==> src/rtl/irq_ctrl_pkg.sv <==
// rtl/irq_ctrl_pkg.sv - register map constants and CLAIM packing for irq_ctrl
// Shared by irq_ctrl and irq_prio_enc.
package irq_ctrl_pkg;

  localparam int          NSRC_DEFAULT = 6;
  localparam logic [31:0] BASE_DEFAULT = 32'h0000_7F20;

  // Word offsets, i.e. Addr[4:2]
  localparam logic [2:0] OFF_CTRL  = 3'd0;
  localparam logic [2:0] OFF_MASK  = 3'd1;
  localparam logic [2:0] OFF_PEND  = 3'd2;
  localparam logic [2:0] OFF_MODE  = 3'd3;
  localparam logic [2:0] OFF_CLAIM = 3'd4;

  localparam int GIE_BIT       = 0;
  localparam int CLAIM_ANY_BIT = 31;
  localparam int CLAIM_VEC_LSB = 0;
  localparam int VEC_W         = 4;

  function automatic logic [31:0] claim_word(input logic any, input logic [VEC_W-1:0] vec);
    logic [31:0] w;
    w = '0;
    w[CLAIM_ANY_BIT] = any;
    w[CLAIM_VEC_LSB +: VEC_W] = vec;
    return w;
  endfunction

endpackage

==> src/rtl/irq_prio_enc.sv <==
// rtl/irq_prio_enc.sv - fixed-priority encoder, lowest set index wins
// index is 0 when no request is present.
module irq_prio_enc
  import irq_ctrl_pkg::*;
#(
  parameter int W = NSRC_DEFAULT
) (
  input  logic [W-1:0]     req,
  output logic             valid,
  output logic [VEC_W-1:0] index
);

  // Scan from the top down so the lowest set bit is the last assignment.
  always_comb begin
    valid = 1'b0;
    index = '0;
    for (int i = W - 1; i >= 0; i--) begin
      if (req[i]) begin
        valid = 1'b1;
        index = VEC_W'(i);
      end
    end
  end

endmodule

==> src/rtl/irq_ctrl.sv <==
// rtl/irq_ctrl.sv - memory-mapped level/edge interrupt controller (edge capture under IRQ_CTRL_EDGE_EN)
// Without IRQ_CTRL_EDGE_EN every source is level mode and MODE/PEND writes are dropped.
module irq_ctrl
  import irq_ctrl_pkg::*;
#(
  parameter int          NSRC = NSRC_DEFAULT,
  parameter logic [31:0] BASE = BASE_DEFAULT
) (
  input  logic            clk,
  input  logic            reset,
  input  logic [31:0]     Addr,
  input  logic            WE,
  input  logic [31:0]     DataIn,
  output logic [31:0]     DataOut,
  input  logic [NSRC-1:0] Src,
  output logic            IRQ,
  output logic [3:0]      Vector
);

  logic            sel;
  logic [2:0]      off;
  logic            wr;
  logic            gie;
  logic [NSRC-1:0] mask;
  logic [NSRC-1:0] mode;
  logic [NSRC-1:0] pend;
  logic [NSRC-1:0] pend_next;
  logic [NSRC-1:0] active;
  logic            any;
  logic [3:0]      vec;
  logic            unused_bits;

  assign sel = (Addr[31:5] == BASE[31:5]);
  assign off = Addr[4:2];
  assign wr  = WE & sel;

  assign unused_bits = &{1'b0, Addr[1:0], DataIn};

  always_ff @(posedge clk or negedge reset) begin
    if (!reset) begin
      gie  <= 1'b0;
      mask <= '0;
    end else if (wr) begin
      if (off == OFF_CTRL) gie  <= DataIn[GIE_BIT];
      if (off == OFF_MASK) mask <= DataIn[NSRC-1:0];
    end
  end

`ifdef IRQ_CTRL_EDGE_EN
  logic [NSRC-1:0] src_q;
  logic [NSRC-1:0] rise;
  logic [NSRC-1:0] w1c;

  always_ff @(posedge clk or negedge reset) begin
    if (!reset) begin
      mode  <= '0;
      src_q <= '0;
    end else begin
      src_q <= Src;
      if (wr && off == OFF_MODE) mode <= DataIn[NSRC-1:0];
    end
  end

  assign rise = Src & ~src_q;
  assign w1c  = (wr && off == OFF_PEND) ? DataIn[NSRC-1:0] : '0;

  // Edge bits latch rises (set beats a same-cycle W1C); level bits follow the line.
  assign pend_next = (~mode & Src) | (mode & (rise | (pend & ~w1c)));
`else
  assign mode      = '0;
  assign pend_next = Src;
`endif

  always_ff @(posedge clk or negedge reset) begin
    if (!reset) pend <= '0;
    else        pend <= pend_next;
  end

  assign active = pend & mask;

  irq_prio_enc #(.W(NSRC)) u_prio (
    .req   (active),
    .valid (any),
    .index (vec)
  );

  assign IRQ    = gie & any;
  assign Vector = vec;

  always_comb begin
    DataOut = '0;
    if (sel) begin
      case (off)
        OFF_CTRL:  DataOut[GIE_BIT]    = gie;
        OFF_MASK:  DataOut[NSRC-1:0]   = mask;
        OFF_PEND:  DataOut[NSRC-1:0]   = pend;
        OFF_MODE:  DataOut[NSRC-1:0]   = mode;
        OFF_CLAIM: DataOut             = claim_word(any, vec);
        default:   DataOut             = '0;
      endcase
    end
  end

endmodule

==> config.mk <==
export PLATFORM = sky130hd
export DESIGN_NAME = irq_ctrl
export DESIGN_NICKNAME = d
export VERILOG_FILES = /design/src/rtl/irq_ctrl_pkg.sv /design/src/rtl/irq_prio_enc.sv /design/src/rtl/irq_ctrl.sv
export SDC_FILE = /design/constraint.sdc
export NUM_CORES = 1
export LEC_CHECK = 0
export ABC_AREA = 1
export ABC_CLOCK_PERIOD_IN_PS = 1100
export CORE_MARGIN = 3
export CORE_UTILIZATION = 33
export CTS_CLUSTER_SIZE = 14
export DETAILED_ROUTE_END_ITERATION = 8
export PLACE_DENSITY_LB_ADDON = 0.2
export SLEW_MARGIN = 10
export SYNTH_ARGS = -nofsm -noshare
export SYNTH_HDL_FRONTEND = slang
export SYNTH_SLANG_ARGS = --single-unit
==> constraint.sdc <==
create_clock -name clk -period 1.1 [get_ports clk]
set_input_delay 0.11 -clock clk [delete_from_list [all_inputs] [get_ports clk]]
set_output_delay 0.11 -clock clk [all_outputs]
set_load 0.05 [all_outputs]
==> metrics.cfg <==
[run_status]
status=complete, but fails checks
failed_checks=setup timing

[cells_and_area]
diodes=0
layout_common_cells=45 x inv_1, 35 x nand2_1, 28 x buf_4
drive_above_1_share_pct=47.0
nNetsFinal=393
design_area_mm2=0.00246
syn_to_final_growth_pct=84.7
post-route-util_pct=65.3
final_common_cell=inv_1

[synth]
synth_edf_count=0
syn_inst=227
ys_seq_area_share_pct=24.4
synth.top_cell.area_share_pct=24.4
synth_area_per_cell_um2=5.88
netlist_area_mm2=0.00133
ys_warn_count=0
synth_top_cell_by_area=dfrtp_1
ys_ff_latch=13
async_reset_ff_share_pct=100
netlist_top_cells_area=dfrtp_1 24%, nand2_1 17%, inv_1 15%, buf_4 15%, nor2_1 9.3%
synth.distinct_cells=22
synth_ff_type=dfrtp_1

[worst_setup_path]
worstPathRequired_ns=0.99
cpLargestDelayFamily=simple AND/OR/NAND/NOR gates
crit_top_cell=nand2_2
crit_chain=nand2_2 > nand3_2 > nand2_2 > nand2_2 > nand2_2 > nand3_2 > nand2_2 > nand2_2 > clkinvlp_4 > buf_12
crit_arrival_ns=1.44
crit_buf_inv=2
slowest_delay_ns=0.38
crit_type=reg -> out
cp_max_fo=2
critPathCaptureType=output port
startpoint_type=flip-flop
critPathSlowestCell=dfrtp_1

[pwr]
power_density_mw_per_mm2=645
irDropWorstVdd_mv=0.541
leakage_nw=1.33

[die]
initial_core_util_pct=35.4
ioPinCount=110
die_x_um=69.6
core_mm2=0.00377
chipHeight_um=69.6
die_area_mm2=0.00484
std_cell_rows=22

[routing]
ant_nets=0
drc=0
wl_per_cell_um=10.4
drtIter0Drc=42
avgViaCountPerCell=4.19
firstDrtPassIters=4
vias=1539
drt-total-wl_um=3830

[run]
drv_cap=0

[clocking]
cts_tree=built
cts.clk_slew.worst_paths_ns=0.06
cts_max_level=1
cts_buffers=3
clkLatencyLatePin_ns=0.24
cts_root_buf=clkbuf_8
cts_buffer_depth=2
hold_buffers=0
clock_sinks=13

[sta]
rsz0062_at_grt=true
setup-violations-final=11
max_freq_ghz=0.643
worst_slack_ns=-0.455
hold_violations=0
period_share_pct=141
clock_skew_ns=0
slew_viol_final=0
period_needed_ns=1.55

[global_routing]
antenna_found_initial=0
grt_pass1_wl_um=5940
grt_pass1_vias=1438
grt_overflow=0
grtUsageTotal_pct=14.8
grt_max_degree=14

[place]
place.gp.congestion=0.763
dp_slack_ns=-0.639
place_area_mm2=0.00222
hpwlAfterDp_um=2890
port_buffers=55

[worst_hold_path]
holdCritPathClass=in -> async

## cells by family (layout without fill, tap and decap cells)
| kind of cell | count (synthesis) | count (layout) | synth area share, % |
|---|---|---|---|
| simple gates | 118 | 118 | 39.7 |
| flops | 13 | 13 | 24.4 |
| compound gates | 10 | 10 | 4.41 |
| buf+inv | 85 | 152 | 31.2 |
| other cells | 1 | 26 | 0.281 |
## area by class of cell
type / instances / area (µm²)
Inverter: 59 / 228
Sequential cell: 13 / 325
Tap cell: 48 / 60.1
Multi-Input combinational cell: 154 / 936
Clock buffer: 4 / 45.0
Fill cell: 359 / 1310
Timing Repair Buffer: 89 / 870
## report_power, final
part	switching (mW)	internal, mW	total (mW)
clock network	0.173	0.256	0.429
registers	0.00893	0.490	0.499
logic	0.415	0.247	0.663
total	0.597	0.993	1.59
## path summary, 6_finish.rpt
check                      depth (start not counted)  slack (ns)             endpoint           startpoint
setup reg to reg                                   6        0.16  mask[3]$_DFFE_PN0P_  mask[3]$_DFFE_PN0P_
min in group clk                                   1        0.30    pend[0]$_DFF_PN0_               Src[0]
max in group asynchronous                          2        0.77    pend[2]$_DFF_PN0_                reset
setup / recovery                                  10       -0.45           DataOut[0]    pend[4]$_DFF_PN0_
hold reg to reg                                    3        0.57      gie$_DFFE_PN0P_      gie$_DFFE_PN0P_
hold / removal                                     2        0.17  mask[1]$_DFFE_PN0P_                reset
## stage by stage
stage                     hold slack (ns)  std cells  power (mW)  TNS [ns]
final                               0.170        367        1.59     -3.85
after detailed placement            0.435        353        1.12     -7.87
after floorplan                    -0.186        252       0.920     -1.17
after CTS                           0.177        363        1.54     -3.67
after global routing                0.202        367        1.66     -4.59
after global placement              0.433        353        1.11     -7.74
## state kept, by name, summed over array words and instances (netlist names)
name  cells
mask      6
gie       1
pend      6
## repair_timing
action	4_1_cts	5_1_grt
setup buffers	6	4
pin swaps	37	17
setup endpoints to repair	18	18
gates resized for setup	137	47
## synth_stat cells, types with 5 or more instances
master and instances:
o22ai_1 5, inv_2 5, nor2_1 33, dfrtp_1 13, inv_1 54, nand3_1 13
nand2_1 59, buf_4 26
## metal layers
| layer | up-vias | wire length (µm) | global-route usage, % |
|---|---|---|---|
| met5 | - | 0 | 0 |
| met4 | 0 | 57 | 4.56 |
| met3 | 8 | 231 | 1.74 |
| met2 | 56 | 2040 | 27.0 |
| met1 | 685 | 1510 | 17.8 |
| li1 | 790 | - | - |
Note: power is estimated with default switching activity, not from simulation.
